<file path="config.mk">
export PLATFORM = sky130hd
export DESIGN_NAME = adc_sample_ctrl
export DESIGN_NICKNAME = d
export VERILOG_FILES = /design/src/rtl/adc_sample_ctrl.sv
export SDC_FILE = /design/constraint.sdc
export NUM_CORES = 1
export LEC_CHECK = 0
export CAP_MARGIN = 0
export CORE_MARGIN = 10
export CORE_UTILIZATION = 40
export DETAILED_ROUTE_END_ITERATION = 12
export DONT_BUFFER_PORTS = 1
export GPL_TIMING_DRIVEN = 0
export PLACE_DENSITY = 0.56
export SLEW_MARGIN = 20
export SYNTH_ARGS = -nofsm -noshare
export SYNTH_HDL_FRONTEND = slang
export SYNTH_SLANG_ARGS = --single-unit
</file>
<file path="constraint.sdc">
create_clock -name clk -period 4.7 [get_ports clk]
set_clock_uncertainty 0.1 [all_clocks]
set_input_delay 0.94 -clock clk [delete_from_list [all_inputs] [get_ports clk]]
set_output_delay 0.94 -clock clk [all_outputs]
set_load 0.01 [all_outputs]
</file>
<file path="src/rtl/adc_sample_ctrl.sv">
`default_nettype none
// ============================================================================
// Module   : adc_sample_ctrl
// Purpose  : Periodic sequencer for a 16-bit SPI ADC master. Fires a start
//            pulse every SAMPLE_PERIOD cycles. Detects end of transfer when
//            chip select returns high. Averages 2^AVG_LOG2 results and
//            offers the average on a valid/ready handshake. Overrun and
//            timeout are reported on sticky flags.
// Ports    : clk, rst_n            clock, asynchronous active-low reset
//            enable                periodic sampling enable
//            spi_start             one-cycle start pulse to the SPI master
//            spi_cs_n, spi_data    chip select and result from the master
//            sample_data/valid     averaged sample, valid flag
//            sample_ready          downstream accept
//            overrun, timeout_err  sticky error flags
//            clear_err             synchronous clear of both flags
// Revision : 1.0 - initial release
// ============================================================================
module adc_sample_ctrl #(
  parameter int SAMPLE_PERIOD = 1000,
  parameter int AVG_LOG2      = 2,
  parameter int TIMEOUT       = 2048
) (
  input  logic        clk,
  input  logic        rst_n,
  input  logic        enable,
  output logic        spi_start,
  input  logic        spi_cs_n,
  input  logic [15:0] spi_data,
  output logic [15:0] sample_data,
  output logic        sample_valid,
  input  logic        sample_ready,
  output logic        overrun,
  output logic        timeout_err,
  input  logic        clear_err
);

  localparam int ACC_W  = 16 + AVG_LOG2;
  localparam int CNT_W  = AVG_LOG2 + 1;
  localparam int PCNT_W = $clog2(SAMPLE_PERIOD);
  localparam int TCNT_W = $clog2(TIMEOUT + 1);

  localparam logic [PCNT_W-1:0] PCNT_LAST = PCNT_W'(SAMPLE_PERIOD - 1);
  localparam logic [TCNT_W-1:0] TCNT_LAST = TCNT_W'(TIMEOUT - 1);
  localparam logic [CNT_W-1:0]  CNT_LAST  = CNT_W'((1 << AVG_LOG2) - 1);

  typedef enum logic [2:0] {
    S_IDLE      = 3'd0,
    S_START     = 3'd1,
    S_WAIT_LOW  = 3'd2,
    S_WAIT_HIGH = 3'd3,
    S_CAPTURE   = 3'd4
  } state_t;

  state_t              state;
  state_t              state_nxt;
  logic [PCNT_W-1:0]   pcnt;
  logic [TCNT_W-1:0]   tcnt;
  logic [ACC_W-1:0]    acc;
  logic [CNT_W-1:0]    cnt;
  logic                trigger;
  logic                tmo_hit;
  logic [ACC_W-1:0]    sum;
  logic [15:0]         result;
  logic                result_rdy;

  assign trigger    = enable && (pcnt == PCNT_LAST);
  assign sum        = acc + ACC_W'(spi_data);
  assign result     = 16'(sum >> AVG_LOG2);
  assign result_rdy = (state == S_CAPTURE) && (cnt == CNT_LAST);

  // Period counter free-runs while enabled, independent of the FSM, so a
  // trigger landing on a busy FSM is simply lost.
  always_ff @(posedge clk or negedge rst_n) begin
    if (!rst_n) begin
      pcnt <= '0;
    end else if (!enable || pcnt == PCNT_LAST) begin
      pcnt <= '0;
    end else begin
      pcnt <= pcnt + PCNT_W'(1);
    end
  end

  always_ff @(posedge clk or negedge rst_n) begin
    if (!rst_n) begin
      state <= S_IDLE;
    end else begin
      state <= state_nxt;
    end
  end

  // Completion in WAIT_HIGH wins over the timeout, so a transfer ending
  // exactly on the limit is still accepted.
  always_comb begin
    state_nxt = state;
    spi_start = 1'b0;
    tmo_hit   = 1'b0;
    case (state)
      S_IDLE: begin
        if (trigger) state_nxt = S_START;
      end
      S_START: begin
        spi_start = 1'b1;
        state_nxt = S_WAIT_LOW;
      end
      S_WAIT_LOW: begin
        if (tcnt == TCNT_LAST) begin
          tmo_hit   = 1'b1;
          state_nxt = S_IDLE;
        end else if (!spi_cs_n) begin
          state_nxt = S_WAIT_HIGH;
        end
      end
      S_WAIT_HIGH: begin
        if (spi_cs_n) begin
          state_nxt = S_CAPTURE;
        end else if (tcnt == TCNT_LAST) begin
          tmo_hit   = 1'b1;
          state_nxt = S_IDLE;
        end
      end
      S_CAPTURE: begin
        state_nxt = S_IDLE;
      end
      default: begin
        state_nxt = S_IDLE;
      end
    endcase
  end

  always_ff @(posedge clk or negedge rst_n) begin
    if (!rst_n) begin
      tcnt <= '0;
    end else if (state == S_START) begin
      tcnt <= '0;
    end else if (state == S_WAIT_LOW || state == S_WAIT_HIGH) begin
      tcnt <= tcnt + TCNT_W'(1);
    end
  end

  // Accumulator is wide enough for 2^AVG_LOG2 full-scale samples. A partial
  // average is dropped whenever the sequencer parks with enable low.
  always_ff @(posedge clk or negedge rst_n) begin
    if (!rst_n) begin
      acc <= '0;
      cnt <= '0;
    end else if (state == S_CAPTURE) begin
      if (cnt == CNT_LAST) begin
        acc <= '0;
        cnt <= '0;
      end else begin
        acc <= sum;
        cnt <= cnt + CNT_W'(1);
      end
    end else if (state == S_IDLE && !enable) begin
      acc <= '0;
      cnt <= '0;
    end
  end

  // Single-entry output register. A new result may replace the old one in
  // the very cycle the old one is accepted.
  always_ff @(posedge clk or negedge rst_n) begin
    if (!rst_n) begin
      sample_data  <= '0;
      sample_valid <= 1'b0;
    end else if (result_rdy && (!sample_valid || sample_ready)) begin
      sample_data  <= result;
      sample_valid <= 1'b1;
    end else if (sample_valid && sample_ready) begin
      sample_valid <= 1'b0;
    end
  end

  // Set events take priority over clear_err.
  always_ff @(posedge clk or negedge rst_n) begin
    if (!rst_n) begin
      overrun     <= 1'b0;
      timeout_err <= 1'b0;
    end else begin
      if (result_rdy && sample_valid && !sample_ready) begin
        overrun <= 1'b1;
      end else if (clear_err) begin
        overrun <= 1'b0;
      end
      if (tmo_hit) begin
        timeout_err <= 1'b1;
      end else if (clear_err) begin
        timeout_err <= 1'b0;
      end
    end
  end

endmodule
`default_nettype wire

</file>
Word-level counts from Yosys, hierarchy flattened

Cells that the tools add are included.
W data, S select, Z words.

Bits in latches: 0
Output and inout bits: 20
Memories kept: 0
Word-level logic and storage cells: 67
Register bits: 65
Bits in writable memories: 0
Bits in read-only memories: 0
Bits of input ports: 22

Equality and inequality tests: 10
$add $sub $neg: 4
Muxes and demuxes: 24
Divide/modulo/power cells: 0
Multiply operators: 0
Shift operators: 0
Bitwise operators: 0
Reduce and logical (&&, ||, !) cells: 20
$lt $le $gt $ge: 0

Operators with widths:

| cell                    | number |
|---|---|
| $mux W18                | 3 |
| $mux W12                | 2 |
| $mux W3                 | 8 |
| $add A18 B16 Y18        | 1 |
| $add A12 B1 Y12 const B | 1 |
| $eq A12 B11 Y1 const B  | 1 |
| $pmux W3 S4             | 1 |
| $add A10 B1 Y10 const B | 1 |
| $eq A10 B10 Y1 const B  | 1 |
| $mux W10                | 1 |
| $reduce_bool A2 Y1      | 5 |
| $eq A3 B2 Y1 const B    | 3 |
| $mux W1                 | 8 |
| $logic_and A1 B1 Y1     | 7 |
| $ne A3 B3 Y1 const B    | 2 |
| $add A3 B1 Y3 const B   | 1 |
| $eq A3 B1 Y1 const B    | 1 |
| $eq A3 B3 Y1 const B    | 1 |
| $logic_not A1 Y1        | 3 |
| $logic_not A3 Y1        | 1 |
| $logic_or A1 B1 Y1      | 3 |
| $reduce_and A3 Y1       | 1 |
| $ne A2 B2 Y1 const B    | 1 |
| $pmux W1 S2             | 1 |

Longest topological paths before layout

Gate-level depths: netlist of the first run.

Depth after elaboration: 5
Mapped depth: 9
Depth with buffers taken out: 9

Worst setup path before layout of the first run

OpenSTA, ideal clock, no wires.

Path type: input to register
Start point: in spi_data[0]
End point: reg sample_data[10]
Setup slack: 1.717 ns
Buffers on the path: 0
Stages on the path: 9
Setup time: 0.125 ns
Data required time: 4.475 ns
Arrival: 2.758 ns
Cell sequence: ha_1 fa_1 a21o_1 a21oi_1 o31a_1 nand3b_1 o21ai_0 xor2_1 mux2_2

Cells in the longest elaborated chain, start to end: 1

Ends and longest elaborated chain:

| element              | line | text |
|---|---|---|
| start, declared      | 29   | `input logic [15:0] spi_data,` |
| $add A18 B16 Y18     | 68   | `assign sum = acc + ACC_W'(spi_data);` |
| end signal, assigned | 168  | `sample_data <= result;` |
| end, declared        | 30   | `output logic [15:0] sample_data,` |

Every way passes these cells.
A chain may end at the register's enable or synchronous reset.

Final worst setup path of the first run

Start point: in spi_data[0]
End point: reg sample_data[14]

Same word-level chain as after synthesis.

==> results of run 1 <==
[where the power goes]
group	internal [uW]	switching, uW
sequential	660	75.4
clock	310	213
combinational	306	403
total	1280	691
[metal layers]
layer	share of wire (%)	vias to the layer above	global-route usage [%]
met5	0	-	0
met4	1.3	0	4.65
met3	5.2	8	4.15
met2	47	51	18.7
met1	46	1174	14.7
li1	-	1195	-
[how the worst max path moves through the flow]
stage                      from                     endpoint  slack, ps  cells after the start
CTS                 spi_data[0]  sample_data[14]$_DFFE_PN0P_       1750                      9
floorplan           spi_data[0]  sample_data[10]$_DFFE_PN0P_       1720                      9
finish              spi_data[0]  sample_data[14]$_DFFE_PN0P_       1760                      9
detailed placement  spi_data[0]  sample_data[14]$_DFFE_PN0P_       1400                      9
global placement    spi_data[0]  sample_data[14]$_DFFE_PN0P_       1420                      9
global route        spi_data[0]  sample_data[14]$_DFFE_PN0P_       1620                      9
[worst reg2reg max path: stages (launching register included)]
cell     delay (ps)
dfrtp_1         380
ha_1            210
fa_1            410
a21o_1          200
a21oi_1         260
o31a_1          260
o21ai_1         130
a31oi_1         330
xor2_1          210
o21ai_0         100
[metrics by stage]
stage,instance area (um2),power [uW],setup slack (ps)
2_1_floorplan,3410,1300,1720
3_3_place_gp,3540,1450,1420
3_5_place_dp,3550,1460,1400
4_1_cts,3760,1990,1750
5_1_grt,3760,2110,1620
6_report,3760,1970,1760
[cells by family after synthesis]
| kind of cell | count (synthesis) | share of synthesized area, % |
|---|---|---|
| AO/OA/AOI/OAI | 84 | 16.1 |
| XOR/XNOR | 25 | 6.42 |
| adder cells (fa/ha/maj) | 20 | 7.55 |
| buffers and inverters | 17 | 2.02 |
| flip-flops | 65 | 47.7 |
| multiplexers | 18 | 5.90 |
| AND/OR/NAND/NOR | 96 | 14.4 |
[sequential cells by signal, summed over array words and instances (netlist names)]
signal / count
sample_data: 16
pcnt: 10
timeout_err: 1
overrun: 1
acc: 18
sample_valid: 1
state: 3
tcnt: 12
cnt: 3
[cell usage after synthesis, drive strengths merged (4+ instances only)]
library cell,instances,area (um2)
o21ai,16,80.1
nor2b,7,43.8
xnor2,8,70.1
a22o,20,175
ha,19,238
clkbuf,9,33.8
a21o,7,52.6
xor2,17,149
dfrtp,65,1630
or3,8,55.1
nand3,6,30.0
nand2,26,97.6
o21a,4,30.0
nand4,11,68.8
nand2b,5,31.3
mux2,17,191
a21oi,27,135
nor2,22,90.1
inv,6,22.5
[cell type report]
| class | count | area share [%] |
|---|---|---|
| buffer | 11 | 1.23 |
| clock buffer | 12 | 3.86 |
| clock inverter | 3 | 1.73 |
| inverter | 6 | 0.599 |
| multi-input combinational | 243 | 45.8 |
| sequential | 65 | 43.3 |
| tap | 105 | 3.50 |
==> reports/summary.txt, run 1 <==
Setup CP Type - input pin to flip-flop
Antenna cells - 0
CTS tree - done
Iteration-0 DRC Markers - 61
Clock Sinks - 65
Filler cell count - 826
Nature of the critical path endpoint - flip-flop
Final Setup Violations - 0
Pwr/cell area - 523 nW/um2
Routed Antenna Nets - 0
# rows - 33
CP max-delay cell - fa_1
Distinct cells, synth - 41
Max-cap violations - 0
CORE AREA - 8260 um2
RSZ-0062 raised after global routing - no
Crit path DAT - 3050 ps
GPL Wtd Cong - 0.749
Reg clk slew, reported paths - 70 ps
Register area - 1630 um2
Die area - 12600 um2
Period utilization - 62.6%
Highest achievable clock rate - 340 MHz
CP bufs+invs - 0
Pre-Repair DR Iteration Count - 4
WP data required - 4800 ps
Post-Synthesis Cells - 325
Leading cell type in the layout, fill and taps excluded - dfrtp_1
Die Width - 112 um
CP max FO - 3
Slew Limit Headroom - 56.3%
Starting density of the core - 41.3%
First-pass GRT wire length - 12.4 mm
Synth warn - 0
Aggregate negative setup slack - 0 ps
Crit-path leading delay family - compound AO/OA/AOI/OAI gates
R2r endpoint - sample_data[14]$_DFFE_PN0P_
Worst Tran Pin Value - 652 ps
Worst-skew pair later-pin latency - 340 ps
Min-delay worst type - input pin to async pin
Setup Fix Bufs, Post-CTS - 0
Slowest stage delay, CP - 410 ps
Final wirelength - 7.27 mm
Tmin final - 2940 ps
Post-DP HPWL - 5.26 mm
Layout cells sized above 1 - 10.3%
Final #Nets - 378
Worst Reg-to-Reg Cells - 9
Area delta synth->final - 10.2%
Root buffer cell - clkbuf_8
DIE HEIGHT - 112 um
Placed Cells - 430
Drt drc - 0
I/O Buffers - 0
Fin. Hold Viols - 0
Worst r2r src - acc[0]$_DFFE_PN0P_
Mapped Nets - 367
Vias in the first global route - 2485
Predominant post-synthesis flop cell - dfrtp_1
VDD IR max - 0.243 mV
Register area share after synthesis - 47.7%
Leakage power - 0.00180 uW
Max-slew violations - 0
Num ports - 42
Grt ovf - 0
Routed vias - 2428
Critical-path cell list - ha_1 -> fa_1 -> a21o_1 -> a21oi_1 -> o31a_1 -> o21ai_1 -> a31oi_1 -> xor2_1 -> o21ai_0
Run status - finished, final reports clean
Share of synthesized flip-flops with an asynchronous set or reset - 100%
Most frequent cells in the layout - 65 x dfrtp_1, 27 x a21oi_1, 26 x nand2_1, 21 x nor2_1, 20 x a22o_1
Reg2Reg Setup Slack - 1970 ps
Finished Layout Cells - 445
Wire length per cell - 16.3 um
# resized after CTS - 0
DR vias/cell - 5.46
Avg Inst Size Synth - 10.5 um2
Max Root-Sink Buffers - 2
EDFF count, synth - 0
Total GRT Usage - 11.9%
Initial antenna violation count - 0
Yosys reg bits - 65
Mapped Area - 3410 um2
Largest net degree at the start of global routing - 66
Fin Hold WS - 186 ps
Hold bufs inserted after CTS - 0
CTS H-tree lvls - 3
Number of CTS-inserted buffers - 9
Final core occ - 45.5%
CP Launch Type - input pin
Footprint of the multi-input gates - 1720 um2
(Power assumes the default switching activity.)
==> inputs of run 2 (changes only) <==
==> constraint.sdc (replaced) <==
create_clock -name clk -period 3 [get_ports clk]
set_clock_uncertainty 0.1 [all_clocks]
set_input_delay 0.6 -clock clk [delete_from_list [all_inputs] [get_ports clk]]
set_output_delay 0.6 -clock clk [all_outputs]
set_load 0.01 [all_outputs]
==> run 2 against run 1 <==
Effect of this change:
- utilization up 0.33 points
- sequential power up 56%
- first-iteration DRC count down 9.8%
- critical path type is now flip-flop to flip-flop
- critical endpoint unchanged
- largest cell class unchanged
- largest power group unchanged
==> reports/summary.txt, run 2 (same netlist as run 1, synthesis figures left out) <==
Aggregate negative setup slack - 0 ps (unchanged)
Most frequent cells in the layout - 65 x dfrtp_1, 27 x a21oi_1, 26 x nand2_1, 21 x nor2_1, 20 x a22o_1
GPL Wtd Cong - 0.749 (unchanged)
Number of CTS-inserted buffers - 9 (unchanged)
Largest regs - acc x18, sample_data x16, tcnt x12
Clock power frac - 26.3% (-0.3 points)
CP Launch Type - flip-flop
Highest achievable clock rate - 365 MHz
Max Root-Sink Buffers - 2 (unchanged)
Total GRT Usage - 11.9% (+0.022 points)
Antenna cells - 0 (unchanged)
Tmin final - 2740 ps
R2r endpoint - sample_data[14]$_DFFE_PN0P_
I/O Buffers - 0 (unchanged)
Setup Fix Bufs, Post-CTS - 0 (unchanged)
Iteration-0 DRC Markers - 55 (-9.8%)
Routed Antenna Nets - 0 (unchanged)
Largest net degree at the start of global routing - 66 (unchanged)
WP data required - 3100 ps (-1700 ps)
# rows - 33 (unchanged)
VDD IR max - 0.380 mV (+57%)
Post-DP Area - 3550 um2 (unchanged)
Die Width - 112 um (unchanged)
CP max-delay cell - fa_1
CTS H-tree lvls - 3 (unchanged)
Final wirelength - 7.31 mm (+0.61%)
Root buffer cell - clkbuf_8
Final #Nets - 379 (+0.26%)
Leakage power - 0.00181 uW (+0.71%)
Worst Reg-to-Reg Cells - 9 (unchanged)
Period utilization - 91.3%
Leading cell type in the layout, fill and taps excluded - dfrtp_1
Comb power frac - 36.5% (+0.5 points)
Die area - 12600 um2 (unchanged)
Worst r2r src - acc[0]$_DFFE_PN0P_
Pre-Repair DR Iteration Count - 4 (unchanged)
CORE AREA - 8260 um2 (unchanged)
Initial antenna violation count - 0 (unchanged)
Max-slew violations - 0 (unchanged)
CP max FO - 3 (unchanged)
Run status - finished, final reports clean
Drt drc - 0 (unchanged)
First-pass GRT wire length - 12.4 mm (unchanged)
Max reg flops - 18 (unchanged)
Wire length per cell - 16.4 um (+0.38%)
Sequential power share - 37.2% (-0.2 points)
Reg2Reg Setup Slack - 260 ps (-1710 ps)
CTS tree - done
Post-DP HPWL - 5.26 mm (unchanged)
Sw power - 1100 uW (+59%)
Num ports - 42 (unchanged)
Clock Sinks - 65 (unchanged)
Pwr/cell area - 819 nW/um2 (+56%)
Vias in the first global route - 2494 (+0.36%)
Reg clk slew, reported paths - 70 ps (about the same)
Worst-skew pair later-pin latency - 340 ps (about the same)
P_int - 2000 uW (+57%)
Worst setup startpoint - acc[0]$_DFFE_PN0P_
Routed vias - 2432 (+0.16%)
Slew Limit Headroom - 55.9% (-0.39 points)
Critical-path cell list - ha_1 -> fa_1 -> a21o_1 -> a21oi_1 -> o31a_1 -> o21ai_1 -> a31oi_1 -> xor2_1 -> o21ai_0
Slowest stage delay, CP - 410 ps (about the same)
DIE HEIGHT - 112 um (unchanged)
Crit path to - sample_data[14]$_DFFE_PN0P_
Nature of the critical path endpoint - flip-flop
Worst Tran Pin Value - 658 ps (+5.79 ps)
Fin Hold WS - 27.1 ps (-159 ps)
Starting density of the core - 41.3% (unchanged)
DR vias/cell - 5.45 (about the same)
Final non-filler cell area - 3790 um2 (+0.73%)
Area delta synth->final - 11.0%
Grt ovf - 0 (unchanged)
RSZ-0062 raised after global routing - no
Layout cells sized above 1 - 10.6% (+0.26 points)
Setup CP Type - flip-flop to flip-flop
Fin. Hold Viols - 0 (unchanged)
Register name with the most flops - acc
Final Setup Violations - 0 (unchanged)
Min-delay worst type - input pin to async pin
Sw Share - 35.4% (+0.26 points)
Max-cap violations - 0 (unchanged)
Crit path DAT - 2840 ps (-210 ps)
[run 2: cell types whose count changed in the layout (fill, tap and decap cells not counted)]
cell | previous run | this run
buf_16 | 0 | 1
[run 2: worst min-delay path by stage]
stage | slack (ps) | endpoint
floorplan | 200 | acc[0]$_DFFE_PN0P_
global placement | 210 | sample_data[5]$_DFFE_PN0P_
detailed placement | 210 | sample_data[6]$_DFFE_PN0P_
CTS | 40 | sample_data[6]$_DFFE_PN0P_
global route | 30 | acc[7]$_DFFE_PN0P_
finish | 30 | acc[12]$_DFFE_PN0P_
[run 2: area by class of cell]
class                      instances  area (um2)
tap                              105         131
timing repair buffer               1        27.5
clock inverter                     3        65.1
sequential                        65        1630
clock buffer                      12         145
multi-input combinational        243        1720
inverter                           6        22.5
fill                             824        4470
buffer                            11        46.3
[run 2: metrics by stage]
step	cells	power [uW]	utilization, %	setup slack, ps
floorplan	325	2040	-	357
global placement	430	2260	42.9	64.3
detailed placement	430	2280	43.0	40.2
CTS	446	3140	45.8	254
global route	446	3340	45.8	98.8
finish	446	3100	45.8	260
[run 2: what timing repair did]
item                                   4_1_cts  5_1_grt
resized for setup                            0        0
hold buffers                                 1        0
endpoints found under the hold margin       65        0
setup endpoints to repair                    0        0
[run 2: critical path, delay by kind of cell (launching register included)]
family,cells,cell delay [ps]
xor gates and xnor gates,1,210
adders and majority gates,2,620
AOI/OAI and AO/OA,6,1280
DFF,1,390
[run 2: per-layer routing]
metal  track usage [%]  vias to the layer above  wire [um]
met4              4.65                        0         78
met1              14.7                     1182       3420
li1                  -                     1196          -
met5                 0                        -          0
met2              18.7                       47       3450
met3              4.10                        7        360
[run 2: power by group through the flow]
stage / Sequential (uW) / Combinational (uW) / Clock (uW)
after global placement: 1160 / 1100 / 0
final: 1150 / 1130 / 816
after global routing: 1170 / 1280 / 882
after CTS: 1150 / 1150 / 841
after detailed placement: 1170 / 1110 / 0
after floorplan: 1140 / 906 / 0
